<file path="config.mk">
export PLATFORM = sky130hd
export DESIGN_NAME = memx_row_writer
export DESIGN_NICKNAME = d
export VERILOG_FILES = /design/src/rtl/memx_defs_pkg.sv /design/src/rtl/memx_row_merge.sv /design/src/rtl/memx_row_writer.sv
export SDC_FILE = /design/constraint.sdc
export NUM_CORES = 2
export LEC_CHECK = 0
export CORE_AREA = 2 2 461 463
export DETAILED_ROUTE_END_ITERATION = 10
export DIE_AREA = 0 0 463 465
export PLACE_DENSITY_LB_ADDON = 0.08
export SETUP_SLACK_MARGIN = 0.4
export SLEW_MARGIN = 20
export SYNTH_ARGS = -nofsm -noshare
export SYNTH_HDL_FRONTEND = slang
export SYNTH_HIERARCHICAL = 1
export SYNTH_SLANG_ARGS = --single-unit
</file>
<file path="constraint.sdc">
create_clock -name clk -period 28.3 [get_ports clk]
set_input_delay 5.66 -clock clk [delete_from_list [all_inputs] [get_ports clk]]
set_output_delay 5.66 -clock clk [all_outputs]
set_load 0.02 [all_outputs]
</file>
<file path="src/rtl/memx_defs_pkg.sv">
// ---------------------------------------------------------------------------
// memx_defs
//   Shared definitions for the x-vector memory (memX) and the blocks that
//   talk to it: default geometry of a memory row and the state encoding of
//   the row writer.
// ---------------------------------------------------------------------------
package memx_defs;

  localparam int ELEMENT_WIDTH = 64;
  localparam int NO_OF_UNITS   = 8;
  localparam int ADDRESS_WIDTH = 20;
  localparam int LANE_WIDTH    = (NO_OF_UNITS > 1) ? $clog2(NO_OF_UNITS) : 1;

  typedef enum logic [1:0] {
    IDLE    = 2'd0,
    COLLECT = 2'd1,
    WRITE   = 2'd2,
    DONE    = 2'd3
  } writer_state_t;

endpackage

</file>
<file path="src/rtl/memx_row_merge.sv">
// ---------------------------------------------------------------------------
// memx_row_merge
//   Combinational lane merge for a partial memory row. Each lane whose mask
//   bit is set takes the freshly collected element; every other lane keeps
//   the value currently stored in memX.
//
//   Ports:
//     row_buf_i    collected elements, lane 0 in the low bits
//     lane_mask_i  one bit per lane, 1 = lane was written this row
//     read_data_i  current row content from memX's combinational read port
//     merged_o     row to be written back
// ---------------------------------------------------------------------------
module memx_row_merge
  import memx_defs::*;
#(
  parameter int element_width = ELEMENT_WIDTH,
  parameter int no_of_units   = NO_OF_UNITS
) (
  input  logic [no_of_units*element_width-1:0] row_buf_i,
  input  logic [no_of_units-1:0]               lane_mask_i,
  input  logic [no_of_units*element_width-1:0] read_data_i,
  output logic [no_of_units*element_width-1:0] merged_o
);

  for (genvar g = 0; g < no_of_units; g++) begin : g_lane
    assign merged_o[g*element_width +: element_width] =
      lane_mask_i[g] ? row_buf_i[g*element_width +: element_width]
                     : read_data_i[g*element_width +: element_width];
  end

endmodule

</file>
<file path="src/rtl/memx_row_writer.sv">
// ---------------------------------------------------------------------------
// memx_row_writer
//   Write-back stage in front of memX. Solver results arrive one element at
//   a time on a valid/ready stream, are packed no_of_units to a row and
//   written with one memX write per row. A final partial row is merged with
//   the existing row content so lanes that were not produced are preserved.
//
//   Ports:
//     clk, reset            clock; asynchronous active-high reset
//     start                 command strobe, only honoured in IDLE
//     base_address          first row to write
//     element_count         number of elements in the command
//     in_valid/in_data      element stream in
//     in_ready              element accepted this cycle when high with in_valid
//     mem_read_address      row currently being assembled (merge read)
//     mem_read_data         memX combinational read data
//     mem_write_enable      one-cycle memX write strobe
//     mem_write_address     row written this cycle
//     mem_write_data        merged row written this cycle
//     busy                  command in progress
//     done                  one-cycle completion pulse
// ---------------------------------------------------------------------------
module memx_row_writer
  import memx_defs::*;
#(
  parameter int element_width = ELEMENT_WIDTH,
  parameter int no_of_units   = NO_OF_UNITS,
  parameter int address_width = ADDRESS_WIDTH
) (
  input  logic                                 clk,
  input  logic                                 reset,
  input  logic                                 start,
  input  logic [address_width-1:0]             base_address,
  input  logic [address_width-1:0]             element_count,
  input  logic                                 in_valid,
  input  logic [element_width-1:0]             in_data,
  output logic                                 in_ready,
  output logic [address_width-1:0]             mem_read_address,
  input  logic [no_of_units*element_width-1:0] mem_read_data,
  output logic                                 mem_write_enable,
  output logic [address_width-1:0]             mem_write_address,
  output logic [no_of_units*element_width-1:0] mem_write_data,
  output logic                                 busy,
  output logic                                 done
);

  localparam int lane_width = (no_of_units > 1) ? $clog2(no_of_units) : 1;
  localparam logic [lane_width-1:0]    LAST_LANE = lane_width'(no_of_units - 1);
  localparam logic [address_width-1:0] ONE_LEFT  = address_width'(1);

  writer_state_t                               state_q, state_d;
  logic [address_width-1:0]                    row_addr_q, row_addr_d;
  logic [address_width-1:0]                    remaining_q, remaining_d;
  logic [lane_width-1:0]                       lane_q, lane_d;
  logic [no_of_units-1:0]                      lane_mask_q, lane_mask_d;
  logic [no_of_units-1:0][element_width-1:0]   row_buf_q, row_buf_d;
  logic [no_of_units*element_width-1:0]        merged_row;

  always_ff @(posedge clk or posedge reset) begin
    if (reset) begin
      state_q     <= IDLE;
      row_addr_q  <= '0;
      remaining_q <= '0;
      lane_q      <= '0;
      lane_mask_q <= '0;
      row_buf_q   <= '0;
    end else begin
      state_q     <= state_d;
      row_addr_q  <= row_addr_d;
      remaining_q <= remaining_d;
      lane_q      <= lane_d;
      lane_mask_q <= lane_mask_d;
      row_buf_q   <= row_buf_d;
    end
  end

  // A row closes either when its last lane fills or when the command runs
  // out of elements; the WRITE cycle then decides whether more rows follow.
  always_comb begin
    state_d     = state_q;
    row_addr_d  = row_addr_q;
    remaining_d = remaining_q;
    lane_d      = lane_q;
    lane_mask_d = lane_mask_q;
    row_buf_d   = row_buf_q;

    unique case (state_q)
      IDLE: begin
        if (start) begin
          if (element_count != '0) begin
            row_addr_d  = base_address;
            remaining_d = element_count;
            lane_d      = '0;
            lane_mask_d = '0;
            state_d     = COLLECT;
          end else begin
            state_d = DONE;
          end
        end
      end
      COLLECT: begin
        if (in_valid) begin
          row_buf_d[lane_q]   = in_data;
          lane_mask_d[lane_q] = 1'b1;
          lane_d              = lane_q + 1'b1;
          remaining_d         = remaining_q - 1'b1;
          if (lane_q == LAST_LANE || remaining_q == ONE_LEFT) begin
            state_d = WRITE;
          end
        end
      end
      WRITE: begin
        if (remaining_q == '0) begin
          state_d = DONE;
        end else begin
          // Row address wraps naturally at 2^address_width.
          row_addr_d  = row_addr_q + 1'b1;
          lane_d      = '0;
          lane_mask_d = '0;
          state_d     = COLLECT;
        end
      end
      DONE: begin
        state_d = IDLE;
      end
      default: begin
        state_d = IDLE;
      end
    endcase
  end

  memx_row_merge #(
    .element_width (element_width),
    .no_of_units   (no_of_units)
  ) u_merge (
    .row_buf_i   (row_buf_q),
    .lane_mask_i (lane_mask_q),
    .read_data_i (mem_read_data),
    .merged_o    (merged_row)
  );

  // Write port is held at zero outside WRITE so memX sees a quiet bus.
  assign in_ready          = (state_q == COLLECT);
  assign mem_write_enable  = (state_q == WRITE);
  assign mem_write_address = mem_write_enable ? row_addr_q : '0;
  assign mem_write_data    = mem_write_enable ? merged_row : '0;
  assign mem_read_address  = row_addr_q;
  assign busy              = (state_q == COLLECT) || (state_q == WRITE);
  assign done              = (state_q == DONE);

endmodule
</file>
==> impl_metrics.ini <==
[routing]
antenna_left = 0
route.vias.total = 26111
drc = 0
wl_um = 188600
wl_per_cell_um = 28.17
drt_iter0_drc = 940
viasPerCell = 3.900
dr.pass1.iters = 5

[cts]
cts.sink_count = 565
cts_resized = 0
hold_buffers = 0
clkLatencyLatePin_ns = 0.70
cts_buffers = 82
cts_tree = done
htreeDepth = 3
clockBufferDepth = 3
clkTransAtPathRegs_ns = 0.05
clock-root-buffer = clkbuf_16
postCtsSetupBuffers = 0

[timing]
slew_headroom = 0.2417
skew_ns = 0.02589
finalHoldViolCount = 0
final_max_slew_viol_count = 0
fin_setup_tns_ns = 0
rsz0062_at_grt = false
worst_slew_pin_slew_ns = 1.138
max_freq_mhz = 76.00
period_share = 0.4650
setup_violations = 0
layout_min_cycle_time_ns = 13.16

[run_status]
status = finished, final reports clean

[power_and_ir_drop]
ir_drop_mv = 0.05846
power_density_nw_per_um2 = 86.97
p_leak_nw = 20.08

[die]
die_area_um2 = 215300
initial_utilization = 0.1555
row_count = 169
io-pin-count = 1176
die_y_um = 465
die_w_um = 463
coreArea_um2 = 210800

[yosys]
synth_edf_count = 0
syn_avg_cell_area_um2 = 12.18
synth_cell_types = 72
synth_common_cells = 1025 x mux2_2, 565 x dfrtp_1, 531 x and2_1
synth.largest_area_cell = dfrtp_1
syn_nets = 3320
yosys_warnings = 6
synth_area_um2 = 32770
synth_most_common_cell = mux2_2
synth_top_area_share = 0.4314
ys.flop_type = dfrtp_1
yosys-top-cells-area = dfrtp_1 43%, mux2_2 35%, and2_1 10%, clkbuf_8 2.0%, buf_2 0.92%
netlist_instances = 2690
ys_ff_latch = 565
async_reset_ff_frac = 1.000
yosysSeqAreaShare = 0.4314

[min_path]
min_to = row_buf_q[121]
worstHoldPathCells = 1
hp-class = register to register
hp-start = row_buf_q[121]

[worst_setup_path]
criticalPathCategory = input pin to primary output
worstPathRequired_ns = 22.64
crit_path_end_kind = primary output
start_kind = input pin
r2r_start = state_q[0]
crit_fanout = 1
r2r_slack_ns = 23.98
rr_endpoint = mem_read_address[2]
cp.arrival_ns = 7.50
reg2reg_depth = 8

[cells_and_area]
final_area_um2 = 49800
fill_cells = 22685
area_growth_syn_to_layout_pct = 51.94
num-nets-final = 4418
layout-drive-gt1-share = 0.3191

[global_route]
grt_pass1_wl_um = 253600
grt_util_all_layers = 0.1702
grt_overflow_total = 0
grt_max_degree = 198
antenna_found_initial = 71
grt_pass1_vias = 27590

[placement]
gp_congestion = 0.8246
port_buffers = 1175
dp.final_hpwl_um = 140400
postPlaceCellArea_um2 = 47100

[job]
maxCapViolations = 0
## cells by family after synthesis
group / synth area share
multiplexers: 0.3537
AND/OR/NAND/NOR: 0.1338
flip-flops: 0.4314
buffers and inverters: 0.04509
AO/OA/AOI/OAI: 0.03215
adder cells (fa/ha/maj): 0.003818
## placed cells by master, fill, tap and decap left out, types with 6 or more instances in the layout
cell,count
inv_1,19
o2111ai_1,6
o31ai_1,20
ha_1,9
clkinv_2,12
dfrtp_4,8
and3_1,9
nand2_1,23
o21ai_0,18
clkbuf_1,27
nand4_1,8
nor3b_1,8
clkdlybuf4s50_1,1175
clkbuf_8,17
a41oi_1,13
nand3_1,19
o22ai_1,8
dfrtp_1,557
mux2_2,1025
a21oi_1,18
buf_4,39
nor2_4,7
nor4_1,12
nor3_1,20
or3_1,6
clkbuf_16,84
and2_1,531
nor2_1,44
diode_2,20
a31oi_1,14
a32oi_1,8
## per-layer routing
layer,wire (um),global-route usage,up-vias
li1,-,-,11759
met1,79280,0.2044,13247
met2,93780,0.2997,846
met3,12190,0.05396,205
met4,3005,0.02743,54
met5,339,0,-
## how the worst max path moves through the flow
stage,from,slack (ns),depth (start not counted),to
5_1_grt,mem_read_data[294],15.09,4,mem_write_data[294]
2_1_floorplan,reset,6.84,1,lane_mask_q[0]
3_5_place_dp,mem_read_data[294],14.98,4,mem_write_data[294]
6_report,mem_read_data[294],15.14,4,mem_write_data[294]
4_1_cts,mem_read_data[294],14.97,4,mem_write_data[294]
3_3_place_gp,mem_read_data[294],14.97,4,mem_write_data[294]
## per-stage QoR
step | hold slack (ns) | setup WS [ns] | utilization | total power, mW | instances
floorplan | 0.4736 | 6.837 | - | 2.338 | 2690
global placement | 0.4814 | 14.97 | 0.2234 | 3.361 | 6525
detailed placement | 0.4873 | 14.98 | 0.2234 | 3.359 | 6525
CTS | 0.5005 | 14.97 | 0.2360 | 4.441 | 6675
global route | 0.5110 | 15.09 | 0.2360 | 4.583 | 6681
finish | 0.4979 | 15.14 | 0.2362 | 4.331 | 6695
## state kept, by name, indices dropped and copies added (netlist names)
| signal | flops |
|---|---|
| lane_mask_q | 8 |
| mem_read_address | 20 |
| remaining_q | 20 |
| state_q | 2 |
| lane_q | 3 |
| row_buf_q | 512 |
## power by group
| part | switching [mW] | internal, mW | leakage [nW] |
|---|---|---|---|
| clock network | 0.424 | 0.610 | 1.31 |
| registers | 0.288 | 1.06 | 7.46 |
| logic | 0.993 | 0.950 | 11.3 |
| total | 1.71 | 2.63 | 20.1 |
## worst max-delay path, stage by stage
cell and delay (ns):
clkdlybuf4s50_1 0.65, mux2_2 0.24, and2_1 0.28, clkdlybuf4s50_1 0.66
## cell type report
cell class                      count  area, um2  share of cell area
Antenna cell                       20      50.05            0.001005
Clock buffer                      128       2437             0.04895
Clock inverter                     22      212.7            0.004272
Inverter                           21      86.33            0.001734
Multi-Input combinational cell   1902      17220              0.3457
Sequential cell                   565      14170              0.2845
Tap cell                         2821       3530             0.07088
Timing Repair Buffer             1216      12090              0.2429
Power figures use the tool's default switching activity.
